## config.mk

```make
export PLATFORM = sky130hd
export DESIGN_NAME = seq_tx
export DESIGN_NICKNAME = d
export VERILOG_FILES = /design/src/rtl/seq_pkg.sv /design/src/rtl/seq_tx_bitcnt.sv /design/src/rtl/seq_tx.sv
export SDC_FILE = /design/constraint.sdc
export NUM_CORES = 1
export LEC_CHECK = 0
export CORE_MARGIN = 3
export CORE_UTILIZATION = 40
export CTS_CLUSTER_DIAMETER = 40
export CTS_CLUSTER_SIZE = 16
export DETAILED_ROUTE_END_ITERATION = 10
export RECOVER_POWER = 50
export SYNTH_ARGS = -nofsm -noshare
export SYNTH_HDL_FRONTEND = slang
export SYNTH_SLANG_ARGS = --single-unit
```

## constraint.sdc

```tcl
create_clock -name clk -period 2.6 [get_ports clk]
set_input_delay 0.52 -clock clk [delete_from_list [all_inputs] [get_ports clk]]
set_output_delay 0.52 -clock clk [all_outputs]
set_load 0.01 [all_outputs]
```

## src/rtl/seq_pkg.sv

```systemverilog
// Shared constants for the serial frame transmitter and its sequence-detector bench.
//   DEFAULT_WIDTH : default maximum frame length in bits
//   ST_*          : FSM state encoding (IDLE, SHIFT, DONE)
package seq_pkg;

   localparam int unsigned DEFAULT_WIDTH = 8;

   localparam logic [1:0] ST_IDLE  = 2'b00;
   localparam logic [1:0] ST_SHIFT = 2'b01;
   localparam logic [1:0] ST_DONE  = 2'b10;

endpackage

```

## src/rtl/seq_tx_bitcnt.sv

```systemverilog
// Loadable down-counter of remaining frame bits with a terminal-count flag.
//   clk, rst_n : clock, asynchronous active-low reset
//   load       : load load_val into the counter (wins over dec)
//   load_val   : number of bits still to send after the current one
//   dec        : count down by one (saturates at zero)
//   last_c     : counter is zero, the bit currently on the line is the last one
module seq_tx_bitcnt #(
   parameter int unsigned CNT_W = 4
) (
   input  logic             clk,
   input  logic             rst_n,
   input  logic             load,
   input  logic [CNT_W-1:0] load_val,
   input  logic             dec,
   output logic             last_c
);

   logic [CNT_W-1:0] count;

   // Remaining-bit counter
   always_ff @(posedge clk or negedge rst_n) begin
      if (!rst_n) begin
         count <= '0;
      end else if (load) begin
         count <= load_val;
      end else if (dec && !last_c) begin
         count <= count - CNT_W'(1);
      end
   end

   assign last_c = (count == '0);

endmodule

```

## src/rtl/seq_tx.sv

```systemverilog
// Serial frame transmitter: accepts a frame of up to WIDTH bits, shifts it out
// MSB of the len-bit field first, then reports the number of sent bits equal
// to the bit sent just before them in the same frame.
//   clk, rst_n   : clock, asynchronous active-low reset
//   load_valid   : frame request
//   load_ready   : high only in IDLE
//   load_data    : frame bits, bit (len-1) goes out first
//   load_len     : bits to send; 0 or >WIDTH means WIDTH
//   serial_out   : serial bit, 0 when serial_valid is low
//   serial_valid : serial_out carries a frame bit
//   busy         : frame accepted and DONE not yet left
//   done         : one-cycle pulse after the last bit
//   pair_cnt     : equal-neighbour count, final while done is high
module seq_tx
   import seq_pkg::*;
#(
   parameter int unsigned WIDTH = DEFAULT_WIDTH
) (
   input  logic                       clk,
   input  logic                       rst_n,
   input  logic                       load_valid,
   output logic                       load_ready,
   input  logic [WIDTH-1:0]           load_data,
   input  logic [$clog2(WIDTH+1)-1:0] load_len,
   output logic                       serial_out,
   output logic                       serial_valid,
   output logic                       busy,
   output logic                       done,
   output logic [$clog2(WIDTH)-1:0]   pair_cnt
);

   localparam int unsigned LEN_W = $clog2(WIDTH + 1);
   localparam int unsigned PC_W  = $clog2(WIDTH);

   logic [1:0]       state;
   logic [1:0]       state_nxt;
   logic [WIDTH-1:0] shreg;
   logic [WIDTH-1:0] shreg_nxt;
   logic [WIDTH-1:0] aligned;
   logic [LEN_W-1:0] eff_len;
   logic [PC_W-1:0]  pair_nxt;
   logic             sout_nxt;
   logic             svalid_nxt;
   logic             done_nxt;
   logic             cnt_load;
   logic             cnt_dec;
   logic             last_c;

   // Effective length and left-justified frame, so the first bit sits at the MSB
   always_comb begin
      if ((load_len == '0) || (load_len > LEN_W'(WIDTH))) begin
         eff_len = LEN_W'(WIDTH);
      end else begin
         eff_len = load_len;
      end
      aligned = load_data << (LEN_W'(WIDTH) - eff_len);
   end

   seq_tx_bitcnt #(
      .CNT_W (LEN_W)
   ) u_bitcnt (
      .clk      (clk),
      .rst_n    (rst_n),
      .load     (cnt_load),
      .load_val (eff_len - LEN_W'(1)),
      .dec      (cnt_dec),
      .last_c   (last_c)
   );

   // State and registered outputs
   always_ff @(posedge clk or negedge rst_n) begin
      if (!rst_n) begin
         state        <= ST_IDLE;
         shreg        <= '0;
         serial_out   <= 1'b0;
         serial_valid <= 1'b0;
         done         <= 1'b0;
         busy         <= 1'b0;
         load_ready   <= 1'b1;
         pair_cnt     <= '0;
      end else begin
         state        <= state_nxt;
         shreg        <= shreg_nxt;
         serial_out   <= sout_nxt;
         serial_valid <= svalid_nxt;
         done         <= done_nxt;
         busy         <= (state_nxt != ST_IDLE);
         load_ready   <= (state_nxt == ST_IDLE);
         pair_cnt     <= pair_nxt;
      end
   end

   // Next state and next output values
   always_comb begin
      state_nxt  = state;
      shreg_nxt  = shreg;
      sout_nxt   = 1'b0;
      svalid_nxt = 1'b0;
      done_nxt   = 1'b0;
      pair_nxt   = pair_cnt;
      cnt_load   = 1'b0;
      cnt_dec    = 1'b0;

      case (state)
         ST_IDLE: begin
            if (load_valid && load_ready) begin
               // First bit goes out on cycle 1; it has no predecessor.
               state_nxt  = ST_SHIFT;
               sout_nxt   = aligned[WIDTH-1];
               svalid_nxt = 1'b1;
               shreg_nxt  = {aligned[WIDTH-2:0], 1'b0};
               pair_nxt   = '0;
               cnt_load   = 1'b1;
            end
         end
         ST_SHIFT: begin
            if (last_c) begin
               state_nxt = ST_DONE;
               done_nxt  = 1'b1;
               shreg_nxt = '0;
            end else begin
               // serial_out still holds the previously sent bit here.
               sout_nxt   = shreg[WIDTH-1];
               svalid_nxt = 1'b1;
               shreg_nxt  = {shreg[WIDTH-2:0], 1'b0};
               cnt_dec    = 1'b1;
               if (shreg[WIDTH-1] == serial_out) begin
                  pair_nxt = pair_cnt + PC_W'(1);
               end
            end
         end
         ST_DONE: begin
            state_nxt = ST_IDLE;
         end
         default: begin
            state_nxt = ST_IDLE;
            shreg_nxt = '0;
         end
      endcase
   end

endmodule

```

==> flow_summary.toml <==
[clock_tree]
ctsHoldBuffers = 0
clockBufferDepth = 2
clk_pin_slew_worst_paths_ns = 0.12
worstSkewPairLatency_ns = 0.31
h-tree-depth = 1
ctsResizeCount = 0
cts_setup_buffers = 0
clockRootBuffer = "clkbuf_4"
cts_tree = "done"
cts_num_sinks = 21
cts_buffers = 3

[worst_setup_path]
crit_buf_inv = 2
regToRegSetupSlack_ns = 0.67
required_ns = 2.84
path_cells = "clkdlybuf4s50_1 > nor2b_2 > inv_4 > ha_1 > xnor2_1 > mux2i_1 > a2111o_1 > nand3_1"
startpoint_type = "input port"
cp_slowest_cell = "clkdlybuf4s50_1"
max_stage_delay_ns = 0.49
worst-path-max-fanout = 5
end_kind = "register"
crit_family = "buffers and inverters"
critPathKind = "in -> reg"
cp.arrival_ns = 2.40

[sta]
period_share_pct = 83.0
finalSetupTns_ns = 0
timing.slew.headroom_pct = 27.5
worst_slack_ns = 0.441
tightest_slew_ns = 1.09
finalHoldViolCount = 0
fmax_ghz = 0.463
post-route-min-period_ns = 2.16
rsz0062_at_grt = "false"
fin_skew_ns = 0.0124
setup_violations = 0
drv_slew = 0

[floorplanning]
core_sq_um = 2850
pin_count = 23
die_w_um = 61.5
fp.dieH_um = 61.5
die-area_sq_um = 3780
initial_utilization_pct = 43.1
num_rows = 19

[synth]
netlist_area_sq_um = 1230
synth_top_area_share_pct = 40.7
synth_area_leaders = "dfrtp_1, mux2i_1, nand2_1, nor2_1, ha_1"
synth_top_family_by_area = "compound AO/OA/AOI/OAI gates"
synth-simple-area-share_pct = 17.7
synth-seq-cells = 21
synthTopCellsByCount = "dfrtp_1, nand2_1, nor2_1, mux2i_1, nand3_1"
yosys_warnings = 0
synth_ff_type = "dfrtp_1"
ys_seq_area_share_pct = 42.8
synth_top_cell_by_area = "dfrtp_1"
synth_cells = 125
synth_edf_count = 0
synth_cell_types = 46
synthMuxAreaShare_pct = 9.05
syn_area_per_cell_sq_um = 9.84
synth_compound_area_share_pct = 17.8
synth_adder_area_share_pct = 3.05
ys_async_sr_fraction_pct = 100
synthXorXnorAreaFrac_pct = 4.27
synth_most_common_cell = "dfrtp_1"
syn_nets = 143

[outcome]
outcome = "complete, no violations"

[grt]
grt_pass1_wl_mm = 4.15
grt_max_degree = 22
grt_usage_pct = 14.8
grt_pass1_vias = 948
grt.overflow.total = 0
antenna_found_initial = 0

[drt]
drcViolationCount = 0
ant_nets = 0
wire_per_inst_um = 13.5
first_pass_iters = 4
via_per_inst = 5.56
drt-initial-drc-count = 36
num_vias = 1007
drt-total-wl_mm = 2.45

[placement]
io_buffers = 22
place_ws_ns = 0.104
place.detailed.hpwl_mm = 1.92
place_congestion = 0.784

[power]
p_per_area_nw_per_um2 = 901
p_leak_nw = 0.669
peakVddDrop_mv = 0.371

[layout]
fin_nets = 169
n_antenna_cell = 0
drive_above_1_share_pct = 12.0
syn2layout_area_growth_pct = 22.5

[run]
max-cap-violations = 0

[hold_path]
hold_class = "reg -> reg"
-- sequential cells by signal, summed over array words and instances (netlist names) --
register,cells
serial_valid,1
done,1
pair_cnt,3
shreg,7
busy,1
load_ready,1
u_bitcnt.count,4
state,2
serial_out,1
-- layout make-up --
| class | count | area (sq um) |
|---|---|---|
| clock buffer | 3 | 22.5 |
| tap | 31 | 38.8 |
| timing repair buffer | 27 | 254 |
| clock inverter | 1 | 5.00 |
| inverter | 5 | 21.3 |
| multi-input combinational | 93 | 638 |
| sequential | 21 | 527 |
| fill | 278 | 1350 |
-- cell families (layout without fill, tap and decap cells) --
group | count (synthesis) | after routing
adders and majority gates | 3 | 3
xor gates and xnor gates | 6 | 6
AOI/OAI and AO/OA | 30 | 30
muxes | 10 | 10
DFF | 21 | 21
buffers and inverters | 11 | 36
and+or+nand+nor | 44 | 44
-- worst register-to-register path, cell delays in order (launching register included) --
cell and delay, ns:
dfrtp_1 0.47, nor2b_1 0.25, a21boi_2 0.51, nand2_1 0.20
and3_1 0.23, a31o_1 0.18
-- cells in the final DEF, fill, tap and decap left out, drive strengths merged, types with 2 or more instances in the layout --
cell type      synthesis  layout
dfrtp                 20      20
clkdlybuf4s50          0      20
nand2                 12      12
nor2                  11      11
mux2i                  7       7
nand3                  6       6
a21oi                  5       5
inv                    5       5
o21ai                  5       5
nor3                   4       4
buf                    5       4
clkbuf                 1       4
xnor2                  3       3
xor2                   3       3
a22oi                  3       3
ha                     3       3
nor2b                  3       3
mux2                   3       3
o22ai                  2       2
or2                    2       2
and3                   2       2
dlygate4sd3            0       2
-- report_power, final --
part | switching [mW] | internal (mW) | leakage (nW) | total (mW)
Combinational | 0.326 | 0.324 | 0.382 | 0.650
Clock | 0.0984 | 0.0575 | 0.0177 | 0.156
Sequential | 0.0943 | 0.458 | 0.270 | 0.552
-- layer usage --
metal	share of wire (%)	global-route usage [%]	routed length, um	vias up
li1	-	-	-	504
met1	48	19.5	1180	469
met2	45	23.9	1100	30
met3	4.9	1.89	121	4
met4	2.0	7.27	50	0
met5	0	0	0	-
-- worst paths after layout --
check,to,cells past startpoint,from
setup / recovery,shreg[6]$_DFFE_PN0P_,8,load_len[0]
hold / removal,pair_cnt[2]$_DFFE_PN0P_,1,pair_cnt[2]$_DFFE_PN0P_
setup reg to reg,pair_cnt[1]$_DFFE_PN0P_,5,state[0]$_DFF_PN0_
hold reg to reg,pair_cnt[2]$_DFFE_PN0P_,1,pair_cnt[2]$_DFFE_PN0P_
max in group asynchronous,shreg[7]$_DFFE_PN0P_,2,rst_n
min in group asynchronous,serial_out$_DFF_PN0_,2,rst_n
-- stage by stage --
stage	std cells	power (mW)	area (sq um)	util (%)	hold slack [ns]
4_1_cts	181	1.37	1510	52.9	0.483
5_1_grt	181	1.48	1510	52.8	0.506
2_1_floorplan	125	0.996	1230	-	0.224
6_report	181	1.36	1510	52.8	0.474
3_5_place_dp	177	1.21	1480	52.0	0.465
3_3_place_gp	177	1.20	1480	52.0	0.458
No activity file was read; power rests on OpenSTA's default activity.
